### src/rtl/relu_quant_pool.sv
// relu_quant_pool: bias+ReLU+shift/saturate requant then 2x2 stride-2 max pool; in clk rst i_valid i_data i_bias, out o_valid o_data o_frame_done
module relu_quant_pool #(
  parameter int I_BW = 20,
  parameter int B_BW = 8,
  parameter int O_BW = 8,
  parameter int SHIFT = 7,
  parameter int IMG_W = 24,
  parameter int IMG_H = 24
) (
  input  logic                   clk,
  input  logic                   rst,
  input  logic                   i_valid,
  input  logic signed [I_BW-1:0] i_data,
  input  logic signed [B_BW-1:0] i_bias,
  output logic                   o_valid,
  output logic [O_BW-1:0]        o_data,
  output logic                   o_frame_done
);
  localparam int CW = IMG_W > 1 ? $clog2(IMG_W) : 1;
  localparam int RW = IMG_H > 1 ? $clog2(IMG_H) : 1;
  localparam int LD = IMG_W / 2;
  localparam int LW = LD > 1 ? $clog2(LD) : 1;
  localparam logic [I_BW:0] QMAX = (I_BW+1)'((1 << (O_BW - 1)) - 1);
  logic signed [I_BW:0] s;
  logic [I_BW:0] r;
  logic [O_BW-1:0] q_n, q, hold, m2, lbv, m3;
  logic [O_BW-1:0] lb [LD];
  logic [CW-1:0] col;
  logic [RW-1:0] row;
  logic [LW-1:0] idx;
  logic v, col_end, row_end;
  always_comb begin
    s = (I_BW+1)'(i_data) + (I_BW+1)'(i_bias);
    r = s[I_BW] ? '0 : s >>> SHIFT;
    q_n = r > QMAX ? QMAX[O_BW-1:0] : r[O_BW-1:0];
    idx = LW'(col >> 1);
    lbv = lb[idx];
    m2 = hold > q ? hold : q;
    m3 = m2 > lbv ? m2 : lbv;
    col_end = col == CW'(IMG_W - 1);
    row_end = row == RW'(IMG_H - 1);
  end
  always_ff @(posedge clk) begin
    if (i_valid) q <= q_n;
    if (v && col[0] && !row[0]) lb[idx] <= m2;
  end
  always_ff @(posedge clk) begin
    if (rst) begin
      v <= 1'b0;
      col <= '0;
      row <= '0;
      hold <= '0;
      o_valid <= 1'b0;
      o_data <= '0;
      o_frame_done <= 1'b0;
    end else begin
      v <= i_valid;
      o_valid <= v && col[0] && row[0];
      o_frame_done <= v && col_end && row_end;
      if (v) begin
        col <= col_end ? '0 : col + CW'(1);
        if (col_end) row <= row_end ? '0 : row + RW'(1);
        if (!col[0]) hold <= q;
        if (col[0] && row[0]) o_data <= m3;
      end
    end
  end
endmodule

### config.mk
export PLATFORM = sky130hd
export DESIGN_NAME = relu_quant_pool
export DESIGN_NICKNAME = d
export VERILOG_FILES = /design/src/rtl/relu_quant_pool.sv
export SDC_FILE = /design/constraint.sdc
export NUM_CORES = 1
export LEC_CHECK = 0
export BUFFER_PORTS_ARGS = -buffer_cell sky130_fd_sc_hd__buf_2
export CORE_MARGIN = 2
export CORE_UTILIZATION = 61
export DETAILED_ROUTE_END_ITERATION = 10
export HOLD_SLACK_MARGIN = 0.02
export PLACE_DENSITY = 0.81
export SLEW_MARGIN = 0
export SYNTH_ARGS = -nofsm -noshare
export SYNTH_HDL_FRONTEND = slang
export SYNTH_SLANG_ARGS = --single-unit
### constraint.sdc
create_clock -name clk -period 4.8 [get_ports clk]
set_input_delay 0 -clock clk [delete_from_list [all_inputs] [get_ports clk]]
set_output_delay 0 -clock clk [all_outputs]
set_load 0.01 [all_outputs]
==> impl_metrics.xml, run 1 <==
<?xml version="1.0" encoding="UTF-8"?>
<metrics>
  <group name="worst_setup_path">
    <metric name="reg2reg_slack" unit="ps">590</metric>
    <metric name="critical-path-top-cell-by-count" unit="">o21a_1</metric>
    <metric name="worst_r2r_startpoint" unit="">q[1]</metric>
    <metric name="cp_max_fo" unit="">14</metric>
    <metric name="timing.rr.end" unit="">o_data[3]</metric>
    <metric name="slowest_stage" unit="">mux2_2</metric>
    <metric name="crit_family" unit="">compound AO/OA/AOI/OAI gates</metric>
    <metric name="worstPathArrival" unit="ps">4620</metric>
    <metric name="critical_path.n_buffers_inverters" unit="">2</metric>
    <metric name="crit_path_end_kind" unit="">flop</metric>
    <metric name="worstPathCellList" unit="">inv_1 -&gt; ha_1 -&gt; nor2b_1 -&gt; o21a_1 -&gt; o21ai_0 -&gt; a21oi_1 -&gt; o22a_1 -&gt; mux2_2 -&gt; ha_1 -&gt; nor2b_1 -&gt; o21a_1 -&gt; o21a_1 -&gt; o21a_1 -&gt; o21bai_1 -&gt; a22oi_1 -&gt; buf_4 -&gt; or2_2 -&gt; a311oi_1</metric>
    <metric name="critPathKind" unit="">reg -&gt; reg</metric>
    <metric name="timing.critical_path.depth" unit="">18</metric>
    <metric name="max_stage_delay" unit="ps">500</metric>
    <metric name="worstRegToRegCells" unit="">18</metric>
    <metric name="startpoint_type" unit="">flop</metric>
    <metric name="worstPathRequired" unit="ps">5210</metric>
  </group>
  <group name="yosys">
    <metric name="yosys.area.top_type_share" unit="">0.4660</metric>
    <metric name="synth.cell_area" unit="µm²">6701</metric>
    <metric name="postSynthAreaPerCell" unit="µm²">12.67</metric>
    <metric name="number_of_flops_mapped_to_enable_cells_by_yosys" unit="">104</metric>
    <metric name="ys.flop_type" unit="">edfxtp_1</metric>
    <metric name="synth_sequential_area_ratio" unit="">0.5646</metric>
    <metric name="synth-async-reset-ratio" unit="">0</metric>
    <metric name="synth_area_leaders" unit="">edfxtp_1 47%, dfxtp_1 9.9%, mux4_2 8.1%</metric>
    <metric name="synthesis.yosys.warnings" unit="">0</metric>
    <metric name="yosysTopAreaCell" unit="">edfxtp_1</metric>
    <metric name="post_synth_inst_count" unit="">529</metric>
    <metric name="yosysUniqueCellTypes" unit="">61</metric>
    <metric name="synth.cells.most_frequent" unit="">104 x edfxtp_1, 42 x nand2_1, 41 x nor2_1</metric>
    <metric name="synthMostInstantiatedCell" unit="">edfxtp_1</metric>
    <metric name="postSynthNetCount" unit="">597</metric>
    <metric name="synth.ff_latch_count" unit="">137</metric>
  </group>
  <group name="routing">
    <metric name="routed_wire_length_per_instance" unit="µm">20.39</metric>
    <metric name="initialDrtViolationCount" unit="">495</metric>
    <metric name="route.detailed.drc" unit="">0</metric>
    <metric name="firstDrtPassIters" unit="">5</metric>
    <metric name="route.vias.total" unit="">4519</metric>
    <metric name="antenna_violating_nets_post_route" unit="">0</metric>
    <metric name="detail_route.vias_per_cell" unit="">6.190</metric>
    <metric name="wirelength" unit="µm">14880</metric>
  </group>
  <group name="floorplan">
    <metric name="die-area" unit="µm²">11840</metric>
    <metric name="fp.dieW" unit="µm">108.8</metric>
    <metric name="floorplan.initialDensity" unit="">0.6209</metric>
    <metric name="dieHeight" unit="µm">108.8</metric>
    <metric name="core-area" unit="µm²">10790</metric>
    <metric name="design.portCount" unit="">41</metric>
    <metric name="rows" unit="">38</metric>
  </group>
  <group name="global_route">
    <metric name="grt_pass1_vias" unit="">4459</metric>
    <metric name="pin_count_of_the_biggest_net_entering_global_routing" unit="">30</metric>
    <metric name="grt_usage" unit="">0.2729</metric>
    <metric name="grt_overflow" unit="">0</metric>
    <metric name="wire_length_of_the_first_global_routing_pass" unit="µm">23570</metric>
    <metric name="grt_antenna_before_repair" unit="">0</metric>
  </group>
  <group name="timing">
    <metric name="clock-skew-final" unit="ps">8.522</metric>
    <metric name="headroom_to_the_max_slew_limit" unit="">0.3325</metric>
    <metric name="post-route-min-period" unit="ps">4210</metric>
    <metric name="max_freq" unit="MHz">237.5</metric>
    <metric name="final-hold-violation-count" unit="">0</metric>
    <metric name="worstMarginPinSlew" unit="ps">997.6</metric>
    <metric name="setup_violations" unit="">0</metric>
    <metric name="timing.final.crit_share" unit="">0.8772</metric>
    <metric name="rsz0062_at_grt" unit="">no</metric>
    <metric name="setup-tns-final" unit="ps">0</metric>
    <metric name="post-route-worst-setup-slack" unit="ps">589.5</metric>
    <metric name="slew_violations" unit="">0</metric>
  </group>
  <group name="hold_path">
    <metric name="holdPathEnd" unit="">q[4]</metric>
    <metric name="whs_path_depth" unit="">5</metric>
    <metric name="hold_path.class" unit="">in -&gt; reg</metric>
    <metric name="min-delay-start" unit="">i_data[11]</metric>
  </group>
  <group name="cells_and_area">
    <metric name="area.growth.synth_to_final" unit="%">13.57</metric>
    <metric name="share_of_layout_cells_above_drive_strength_1" unit="">0.2119</metric>
    <metric name="antennaDiodeCount" unit="">0</metric>
    <metric name="num-nets-final" unit="">645</metric>
    <metric name="finish.utilization" unit="">0.7052</metric>
  </group>
  <group name="cts">
    <metric name="tritoncts" unit="">built</metric>
    <metric name="clock_insertion_delay_worst_skew" unit="ps">520</metric>
    <metric name="clockBufferDepth" unit="">2</metric>
    <metric name="cts_repair_resize_count" unit="">0</metric>
    <metric name="cts_made_buffers" unit="">17</metric>
    <metric name="clock_tree.root_cell" unit="">clkbuf_8</metric>
    <metric name="htree_num_levels" unit="">4</metric>
    <metric name="cts.reportedPaths.clkPinSlew" unit="ps">60</metric>
    <metric name="clock-sinks" unit="">137</metric>
  </group>
  <group name="placement">
    <metric name="replace_congestion" unit="">0.8572</metric>
    <metric name="placement.io_buffers" unit="">40</metric>
    <metric name="hpwl" unit="µm">9990</metric>
    <metric name="pre_cts_slack" unit="ps">720.7</metric>
  </group>
  <group name="power">
    <metric name="power_leakage" unit="nW">2.758</metric>
    <metric name="total_power" unit="mW">2.906</metric>
    <metric name="irDropWorstVdd" unit="mV">0.2591</metric>
    <metric name="power_density" unit="nW/µm²">381.8</metric>
  </group>
  <group name="flow_run">
    <metric name="max_cap_viol" unit="">0</metric>
  </group>
  <group name="status">
    <metric name="outcome" unit="">finished clean</metric>
  </group>
</metrics>
flip-flops by register name, summed over array words and instances, names as in the netlist, named ones only:
| register | count |
|---|---|
| o_frame_done | 1 |
| v | 1 |
| q | 8 |
| o_data | 8 |
| hold | 8 |
| lb | 96 |
| o_valid | 1 |
| row | 5 |
| col | 5 |
layout make-up:
type                       instances  area (µm²)
clock buffer                      17       414.1
clock inverter                    15       130.1
fill                             692        3182
inverter                          18       67.56
multi-input combinational        352        2753
sequential                       137        3784
tap                              140       175.2
timing repair buffer              51       287.8
worst register-to-register path, delay by kind of cell, from the launching register on:
| kind | cells | cell delay [ps] |
|---|---|---|
| AOI/OAI and AO/OA | 10 | 1820 |
| adders and majority gates | 2 | 630 |
| buffers and inverters | 2 | 250 |
| DFF | 1 | 370 |
| muxes | 1 | 500 |
| and+or+nand+nor | 3 | 550 |
worst max path at each step:
| stage | start | slack, ps | end |
|---|---|---|---|
| global route | q[1] | 350 | o_data[3] |
| CTS | q[1] | 660 | o_data[3] |
| floorplan | q[1] | 1060 | o_data[4] |
| finish | q[1] | 590 | o_data[3] |
| global placement | q[1] | 940 | o_data[4] |
| detailed placement | q[1] | 720 | o_data[3] |
per-layer routing:
| layer | up-vias | GRT usage | wire, µm | part of all wire |
|---|---|---|---|---|
| met5 | - | 0 | 0 | 0 |
| met4 | 0 | 0.07784 | 209 | 0.014 |
| met3 | 20 | 0.06336 | 964 | 0.065 |
| met2 | 159 | 0.4567 | 7644 | 0.51 |
| met1 | 2222 | 0.3593 | 6065 | 0.41 |
| li1 | 2118 | - | - | - |
where the power goes:
part | switching (mW) | total, mW | internal, mW
registers | 0.0175 | 1.35 | 1.33
clock network | 0.541 | 1.20 | 0.655
logic | 0.218 | 0.359 | 0.141
total | 0.777 | 2.91 | 2.13
through the flow:
stage | hold WS [ps] | cells | instance area, µm²
after global placement | 371.1 | 696 | 7047
after detailed placement | 370.5 | 696 | 7047
after floorplan | 112.5 | 529 | 6701
after global routing | 217.7 | 730 | 7611
final | 173.0 | 730 | 7611
after CTS | 169.1 | 730 | 7611
logic make-up after synthesis:
family                     Yosys count  synth area share
and+or+nand+nor                    154            0.1103
DFF                                137            0.5646
AOI/OAI and AO/OA                  107            0.1070
muxes                               43            0.1107
buffers and inverters               40           0.02464
adders and majority gates           37           0.06908
xor gates and xnor gates            10           0.01307
other                                1         0.0005596
placed cells by master, fill, tap and decap left out, types with 3 or more instances in the layout:
| cell | netlist | layout |
|---|---|---|
| nor3_1 | 12 | 12 |
| inv_1 | 18 | 18 |
| buf_4 | 0 | 9 |
| mux2i_1 | 10 | 10 |
| dfxtp_1 | 33 | 33 |
| nand2_1 | 42 | 42 |
| nand4_1 | 8 | 8 |
| or2_2 | 3 | 3 |
| inv_6 | 0 | 8 |
| and3_1 | 4 | 4 |
| mux4_2 | 24 | 24 |
| nor2b_1 | 6 | 6 |
| a22oi_1 | 3 | 3 |
| edfxtp_1 | 104 | 104 |
| buf_2 | 5 | 40 |
| nand3b_1 | 3 | 3 |
| a211oi_1 | 3 | 3 |
| nand3_1 | 15 | 15 |
| o21a_1 | 10 | 10 |
| mux2_2 | 9 | 9 |
| nor2_1 | 41 | 41 |
| nand2b_1 | 4 | 4 |
| clkbuf_16 | 0 | 16 |
| a21oi_1 | 35 | 35 |
| ha_1 | 37 | 37 |
| o211ai_1 | 3 | 3 |
| o21ai_0 | 10 | 10 |
| xor2_1 | 5 | 5 |
| a31oi_1 | 8 | 8 |
| a21o_1 | 14 | 14 |
| or3_1 | 6 | 6 |
| xnor2_1 | 5 | 5 |
timing repair:
item	in CTS	in global routing
endpoints found under the hold margin	30	0
setup buffers	0	0
hold buffers	2	0
No activity file was read; power rests on OpenSTA's default activity.
==> run 2, diff against run 1 <==
--- a/config.mk
+++ b/config.mk
@@ -5,7 +5,7 @@
 export SDC_FILE = /design/constraint.sdc
 export NUM_CORES = 1
 export LEC_CHECK = 0
-export BUFFER_PORTS_ARGS = -buffer_cell sky130_fd_sc_hd__buf_2
+export BUFFER_PORTS_ARGS = -buffer_cell sky130_fd_sc_hd__clkbuf_2
 export CORE_MARGIN = 2
 export CORE_UTILIZATION = 61
 export DETAILED_ROUTE_END_ITERATION = 10
==> run 2 against run 1 <==
Routed wire length shrank 1.6%. Sequential share of layout area decreased by 0.065 points. Worst setup slack better by 27 ps. First-iteration DRC count up 1.2%. Sequential power barely moved. Flip-flop and latch count did not move. Critical path depth did not move. Total power is 1.1% higher. Via count shrank 0.44%.
==> impl_metrics.xml, run 2 (synthesized netlist as in run 1, its figures left out) <==
<?xml version="1.0" encoding="UTF-8"?>
<metrics>
  <group name="routing">
    <metric name="antenna_violating_nets_post_route" unit="">0</metric>
    <metric name="wirelength" unit="µm">14640</metric>
    <metric name="route.vias.total" unit="">4499</metric>
    <metric name="firstDrtPassIters" unit="">5</metric>
    <metric name="detail_route.vias_per_cell" unit="">6.163</metric>
    <metric name="initialDrtViolationCount" unit="">501</metric>
    <metric name="routed_wire_length_per_instance" unit="µm">20.06</metric>
    <metric name="route.detailed.drc" unit="">0</metric>
  </group>
  <group name="cts">
    <metric name="cts.reportedPaths.clkPinSlew" unit="ps">60</metric>
    <metric name="clock_tree.root_cell" unit="">clkbuf_8</metric>
    <metric name="tritoncts" unit="">built</metric>
    <metric name="postCtsSetupRepairBufs" unit="">0</metric>
    <metric name="htree_num_levels" unit="">4</metric>
    <metric name="clockBufferDepth" unit="">2</metric>
    <metric name="clock_insertion_delay_worst_skew" unit="ps">530</metric>
    <metric name="clock-sinks" unit="">137</metric>
    <metric name="cts_made_buffers" unit="">17</metric>
    <metric name="cts_repair_resize_count" unit="">0</metric>
    <metric name="hold_buffers" unit="">1</metric>
  </group>
  <group name="timing">
    <metric name="final-hold-violation-count" unit="">0</metric>
    <metric name="slew_violations" unit="">0</metric>
    <metric name="rsz0062_at_grt" unit="">no</metric>
    <metric name="setup_violations" unit="">0</metric>
    <metric name="setup-tns-final" unit="ps">0</metric>
    <metric name="clock-skew-final" unit="ps">13.07</metric>
    <metric name="headroom_to_the_max_slew_limit" unit="">0.3481</metric>
    <metric name="post-route-min-period" unit="ps">4184</metric>
    <metric name="timing.final.crit_share" unit="">0.8716</metric>
    <metric name="max_freq" unit="MHz">239.0</metric>
    <metric name="worstMarginPinSlew" unit="ps">974.3</metric>
  </group>
  <group name="cells_and_area">
    <metric name="final_cell_area" unit="µm²">7621</metric>
    <metric name="num-nets-final" unit="">645</metric>
    <metric name="antennaDiodeCount" unit="">0</metric>
    <metric name="share_of_layout_cells_above_drive_strength_1" unit="">0.2119</metric>
    <metric name="mostFrequentLayoutCell" unit="">edfxtp_1</metric>
    <metric name="largest_register_ff_count" unit="">96</metric>
    <metric name="area.growth.synth_to_final" unit="%">13.72</metric>
    <metric name="final_cell_mix" unit="">104 x edfxtp_1, 42 x nand2_1, 41 x nor2_1, 40 x clkbuf_2, 37 x ha_1</metric>
    <metric name="top_register" unit="">lb</metric>
    <metric name="finish.utilization" unit="">0.7061</metric>
  </group>
  <group name="floorplan">
    <metric name="core-area" unit="µm²">10790</metric>
    <metric name="floorplan.initialDensity" unit="">0.6209</metric>
    <metric name="fp.dieW" unit="µm">108.8</metric>
    <metric name="dieHeight" unit="µm">108.8</metric>
    <metric name="rows" unit="">38</metric>
    <metric name="die-area" unit="µm²">11840</metric>
    <metric name="design.portCount" unit="">41</metric>
  </group>
  <group name="power">
    <metric name="power_density" unit="nW/µm²">385.4</metric>
    <metric name="irDropWorstVdd" unit="mV">0.3567</metric>
    <metric name="power_leakage" unit="nW">2.751</metric>
  </group>
  <group name="placement">
    <metric name="hpwl" unit="µm">9861</metric>
    <metric name="placement.io_buffers" unit="">40</metric>
    <metric name="dpl_cell_area" unit="µm²">7054</metric>
    <metric name="replace_congestion" unit="">0.8943</metric>
  </group>
  <group name="global_route">
    <metric name="grt_usage" unit="">0.2659</metric>
    <metric name="pin_count_of_the_biggest_net_entering_global_routing" unit="">30</metric>
    <metric name="grt_pass1_vias" unit="">4599</metric>
    <metric name="grt_antenna_before_repair" unit="">0</metric>
    <metric name="wire_length_of_the_first_global_routing_pass" unit="µm">23160</metric>
    <metric name="grt_overflow" unit="">0</metric>
  </group>
  <group name="flow_run">
    <metric name="max_cap_viol" unit="">0</metric>
  </group>
  <group name="worst_setup_path">
    <metric name="cp_max_fo" unit="">14</metric>
    <metric name="worstPathArrival" unit="ps">4600</metric>
    <metric name="worstPathRequired" unit="ps">5210</metric>
    <metric name="crit_path_end_kind" unit="">flop</metric>
    <metric name="critPathKind" unit="">reg -&gt; reg</metric>
    <metric name="startpoint_type" unit="">flop</metric>
  </group>
  <group name="status">
    <metric name="outcome" unit="">finished clean</metric>
  </group>
  <group name="hold_path">
    <metric name="hold_path.class" unit="">in -&gt; reg</metric>
  </group>
</metrics>
run 2: changes by cell type in the layout (fill, tap and decap cells not counted), sizes merged:
| cell | before | now |
|---|---|---|
| bufinv | 0 | 1 |
| inv | 28 | 23 |
| clkbuf | 17 | 58 |
| dlygate4sd3 | 2 | 1 |
| buf | 49 | 10 |
| clkinv | 3 | 4 |
| clkinvlp | 2 | 4 |
run 2: power breakdown:
part,switching [mW],internal [mW],total (mW)
Sequential,0.0175,1.33,1.35
Clock,0.524,0.697,1.22
Combinational,0.223,0.142,0.365
Total,0.765,2.17,2.94
run 2: worst max-delay path, stage by stage, from the launching register on:
cell and delay, ps:
edfxtp_1 370, inv_1 50, ha_1 290, nor2b_1 140, o21a_1 110, o21ai_0 70
a21oi_1 150, o22a_1 390, mux2_2 490, ha_1 330, nor2b_1 150, o21a_1 190
o21a_1 170, o21a_1 160, o21bai_1 130, a22oi_1 100, buf_4 190, or2_2 280
a311oi_1 310
run 2: final cells by class:
cell class | count | area, µm²
well taps | 140 | 175.2
clock buffers | 18 | 417.9
flip-flops and latches | 137 | 3784
multi-input cells | 352 | 2753
clock inverters | 14 | 138.9
fillers | 702 | 3172
inverters | 18 | 67.56
repair buffers | 51 | 285.3
run 2: path summary, 6_finish.rpt:
path / startpoint / to / slack (ps) / depth (start not counted)
worst max-delay path: q[1] / o_data[4] / 620 / 18
worst min-delay path: rst / row[4] / 50 / 2
worst max register to register: q[1] / o_data[4] / 620 / 18
worst min register to register: o_data[5] / o_data[5] / 470 / 2
run 2: metrics by stage:
step                power [mW]  cells  setup WS (ps)  hold WS [ps]
finish                   2.937    730          616.1         54.31
global route             3.037    730          367.5         76.92
CTS                      2.940    730          650.5         41.06
detailed placement       1.729    697          711.0         389.2
global placement         1.711    697          956.4         389.5
floorplan                1.626    529           1061         112.5
run 2: metal layers:
layer,up-vias,global-route usage,routed length (µm)
met3,20,0.07830,1123
met4,0,0.07875,253
li1,2119,-,-
met2,168,0.4464,7312
met1,2192,0.3362,5952
met5,-,0,0
==> run 3, diff against run 2 <==
--- a/config.mk
+++ b/config.mk
@@ -6,9 +6,12 @@
 export NUM_CORES = 1
 export LEC_CHECK = 0
 export BUFFER_PORTS_ARGS = -buffer_cell sky130_fd_sc_hd__clkbuf_2
+export CORE_ASPECT_RATIO = 1.2
 export CORE_MARGIN = 2
 export CORE_UTILIZATION = 61
+export CTS_CLUSTER_DIAMETER = 40
 export DETAILED_ROUTE_END_ITERATION = 10
+export GPL_TIMING_DRIVEN = 1
 export HOLD_SLACK_MARGIN = 0.02
 export PLACE_DENSITY = 0.81
 export SLEW_MARGIN = 0
==> run 3 against run 2 <==
Clock power up 12%. Final cell count down 2.1%. Critical path depth down 1. Routed wire length up 3.6%. Flip-flop and latch count unchanged. Total power up 5.2%. First-iteration DRC count down 19%. Critical endpoint is now o_data[3].
==> impl_metrics.xml, run 3 (synthesized netlist as in run 1, its figures left out) <==
<?xml version="1.0" encoding="UTF-8"?>
<metrics>
  <group name="power">
    <metric name="irDropWorstVdd" unit="mV">0.2992</metric>
    <metric name="power_density" unit="nW/µm²">404.0</metric>
    <metric name="power_leakage" unit="nW">2.769</metric>
    <metric name="seq_power_share" unit="">0.437</metric>
    <metric name="relative_contribution_of_combinational_cells_to_total_power" unit="">0.119</metric>
    <metric name="swShare" unit="">0.2399</metric>
    <metric name="switching_power" unit="mW">0.7414</metric>
    <metric name="internal-power" unit="mW">2.349</metric>
    <metric name="clkPwrFrac" unit="">0.444</metric>
  </group>
  <group name="worst_setup_path">
    <metric name="crit_family" unit="">compound AO/OA/AOI/OAI gates</metric>
    <metric name="worstPathRequired" unit="ps">5100</metric>
    <metric name="cp_max_fo" unit="">15</metric>
    <metric name="max_stage_delay" unit="ps">500</metric>
    <metric name="worstPathArrival" unit="ps">4550</metric>
    <metric name="startpoint_type" unit="">flop</metric>
    <metric name="critPathCapture" unit="">o_data[3]</metric>
    <metric name="timing.rr.end" unit="">o_data[3]</metric>
    <metric name="reg2reg_slack" unit="ps">550</metric>
    <metric name="critical-path-top-cell-by-count" unit="">o21a_1</metric>
    <metric name="critPathKind" unit="">reg -&gt; reg</metric>
    <metric name="slowest_stage" unit="">mux2_2</metric>
    <metric name="critical_path.n_buffers_inverters" unit="">1</metric>
    <metric name="worst_setup_path_start" unit="">q[1]</metric>
    <metric name="worstRegToRegCells" unit="">17</metric>
    <metric name="timing.critical_path.depth" unit="">17</metric>
    <metric name="worst_r2r_startpoint" unit="">q[1]</metric>
    <metric name="crit_path_end_kind" unit="">flop</metric>
    <metric name="worstPathCellList" unit="">inv_1 -&gt; ha_1 -&gt; nor2b_1 -&gt; o21a_1 -&gt; o21ai_0 -&gt; a21oi_1 -&gt; o22a_1 -&gt; mux2_2 -&gt; ha_1 -&gt; nor2b_1 -&gt; o21a_1 -&gt; o21a_1 -&gt; o21a_1 -&gt; o21bai_1 -&gt; a22oi_2 -&gt; or2_2 -&gt; a311oi_1</metric>
  </group>
  <group name="placement">
    <metric name="pre_cts_slack" unit="ps">529.9</metric>
    <metric name="placement.io_buffers" unit="">40</metric>
    <metric name="hpwl" unit="µm">10040</metric>
    <metric name="replace_congestion" unit="">0.8878</metric>
    <metric name="placed_cells" unit="">682</metric>
  </group>
  <group name="timing">
    <metric name="timing.final.crit_share" unit="">0.8851</metric>
    <metric name="final-hold-violation-count" unit="">0</metric>
    <metric name="post-route-worst-setup-slack" unit="ps">551.4</metric>
    <metric name="max_freq" unit="MHz">235.4</metric>
    <metric name="setup_violations" unit="">0</metric>
    <metric name="headroom_to_the_max_slew_limit" unit="">0.3612</metric>
    <metric name="worstMarginPinSlew" unit="ps">954.6</metric>
    <metric name="slew_violations" unit="">0</metric>
    <metric name="rsz0062_at_grt" unit="">no</metric>
    <metric name="post-route-min-period" unit="ps">4249</metric>
    <metric name="clock-skew-final" unit="ps">7.064</metric>
    <metric name="setup-tns-final" unit="ps">0</metric>
  </group>
  <group name="cts">
    <metric name="clock_tree.root_cell" unit="">clkbuf_16</metric>
    <metric name="cts_made_buffers" unit="">17</metric>
    <metric name="htree_num_levels" unit="">4</metric>
    <metric name="cts.reportedPaths.clkPinSlew" unit="ps">60</metric>
    <metric name="clock-sinks" unit="">137</metric>
    <metric name="postCtsSetupRepairBufs" unit="">0</metric>
    <metric name="tritoncts" unit="">built</metric>
    <metric name="clock_insertion_delay_worst_skew" unit="ps">410</metric>
    <metric name="clockBufferDepth" unit="">2</metric>
  </group>
  <group name="global_route">
    <metric name="grt_overflow" unit="">0</metric>
    <metric name="pin_count_of_the_biggest_net_entering_global_routing" unit="">30</metric>
    <metric name="grt_antenna_before_repair" unit="">0</metric>
    <metric name="grt_pass1_vias" unit="">4595</metric>
    <metric name="wire_length_of_the_first_global_routing_pass" unit="µm">23830</metric>
    <metric name="grt_usage" unit="">0.2666</metric>
  </group>
  <group name="cells_and_area">
    <metric name="finish.utilization" unit="">0.7205</metric>
    <metric name="mostFrequentLayoutCell" unit="">edfxtp_1</metric>
    <metric name="final_cell_mix" unit="">104 x edfxtp_1, 42 x nand2_1, 41 x nor2_1, 40 x clkbuf_2, 37 x ha_1</metric>
    <metric name="layout.cells.non_filler" unit="">715</metric>
    <metric name="top_register" unit="">lb</metric>
    <metric name="share_of_layout_cells_above_drive_strength_1" unit="">0.2065</metric>
    <metric name="largest_register_ff_count" unit="">96</metric>
    <metric name="num-nets-final" unit="">641</metric>
    <metric name="antennaDiodeCount" unit="">0</metric>
    <metric name="area.growth.synth_to_final" unit="%">14.17</metric>
  </group>
  <group name="floorplan">
    <metric name="floorplan.initialDensity" unit="">0.6311</metric>
    <metric name="core-area" unit="µm²">10620</metric>
    <metric name="fp.dieW" unit="µm">99.68</metric>
    <metric name="die-area" unit="µm²">11840</metric>
    <metric name="rows" unit="">41</metric>
    <metric name="design.portCount" unit="">41</metric>
    <metric name="dieHeight" unit="µm">118.8</metric>
  </group>
  <group name="routing">
    <metric name="antenna_violating_nets_post_route" unit="">0</metric>
    <metric name="route.vias.total" unit="">4593</metric>
    <metric name="wirelength" unit="µm">15170</metric>
    <metric name="detail_route.vias_per_cell" unit="">6.424</metric>
    <metric name="route.detailed.drc" unit="">0</metric>
    <metric name="initialDrtViolationCount" unit="">405</metric>
    <metric name="firstDrtPassIters" unit="">4</metric>
    <metric name="routed_wire_length_per_instance" unit="µm">21.21</metric>
  </group>
  <group name="hold_path">
    <metric name="min-delay-start" unit="">rst</metric>
    <metric name="hold_path.class" unit="">in -&gt; reg</metric>
  </group>
  <group name="flow_run">
    <metric name="max_cap_viol" unit="">0</metric>
  </group>
  <group name="status">
    <metric name="outcome" unit="">finished clean</metric>
  </group>
</metrics>
## run 3: cell types whose count changed in the layout (fill, tap and decap cells not counted), sizes merged
| cell | previous run | this run |
|---|---|---|
| clkbuf | 58 | 59 |
| clkinvlp | 4 | 2 |
| clkinv | 4 | 3 |
| bufinv | 1 | 4 |
| inv | 23 | 22 |
| buf | 10 | 6 |
## run 3: worst register-to-register path: stages (launching register included)
cell and delay [ps]:
edfxtp_1 370, inv_1 60, ha_1 280, nor2b_1 130, o21a_1 110, o21ai_0 60
a21oi_1 160, o22a_1 400, mux2_2 500, ha_1 350, nor2b_1 140, o21a_1 160
o21a_1 160, o21a_1 180, o21bai_1 190, a22oi_2 200, or2_2 340, a311oi_1 340
## run 3: layout make-up
cell class              count  area (µm²)
well taps                 129       161.4
multi-input cells         352        2758
flip-flops and latches    137        3784
clock inverters            13       192.7
inverters                  18       67.56
clock buffers              19       432.9
repair buffers             47       255.2
fillers                   667        2968
## run 3: worst min path at each step
stage	slack, ps	endpoint	cells past startpoint
finish	190	row[0]	2
global route	210	row[0]	2
CTS	170	row[0]	2
detailed placement	390	o_valid	1
global placement	390	o_valid	1
floorplan	110	q[0]	0
## run 3: per-stage QoR
stage / power [mW] / hold WS (ps) / instance area [µm²]
after global routing: 3.194 / 209.3 / 7651
after global placement: 1.707 / 388.6 / 7010
after floorplan: 1.626 / 112.5 / 6701
after CTS: 3.096 / 168.5 / 7646
after detailed placement: 1.727 / 388.6 / 7010
final: 3.091 / 185.9 / 7651
## run 3: repair_timing
item	CTS	global route
hold buffers	1	0
endpoints found under the setup margin	0	1
hold endpoints to repair	9	0
resized for setup	0	1
## run 3: routing by layer
metal,track usage,wire length [µm],vias to the layer above,share of wire
li1,-,-,2119,-
met1,0.3228,5970,2271,0.39
met2,0.4599,8032,158,0.53
met3,0.04519,621,45,0.041
met4,0.1293,541,0,0.036
met5,0,0,-,0
## run 3: power by group through the flow
stage               Combinational [mW]  Sequential (mW)  Clock, mW
floorplan                        0.258             1.37          0
global placement                 0.336             1.37          0
detailed placement               0.353             1.37          0
CTS                              0.362             1.35       1.39
finish                           0.369             1.35       1.37
global route                     0.407             1.35       1.44
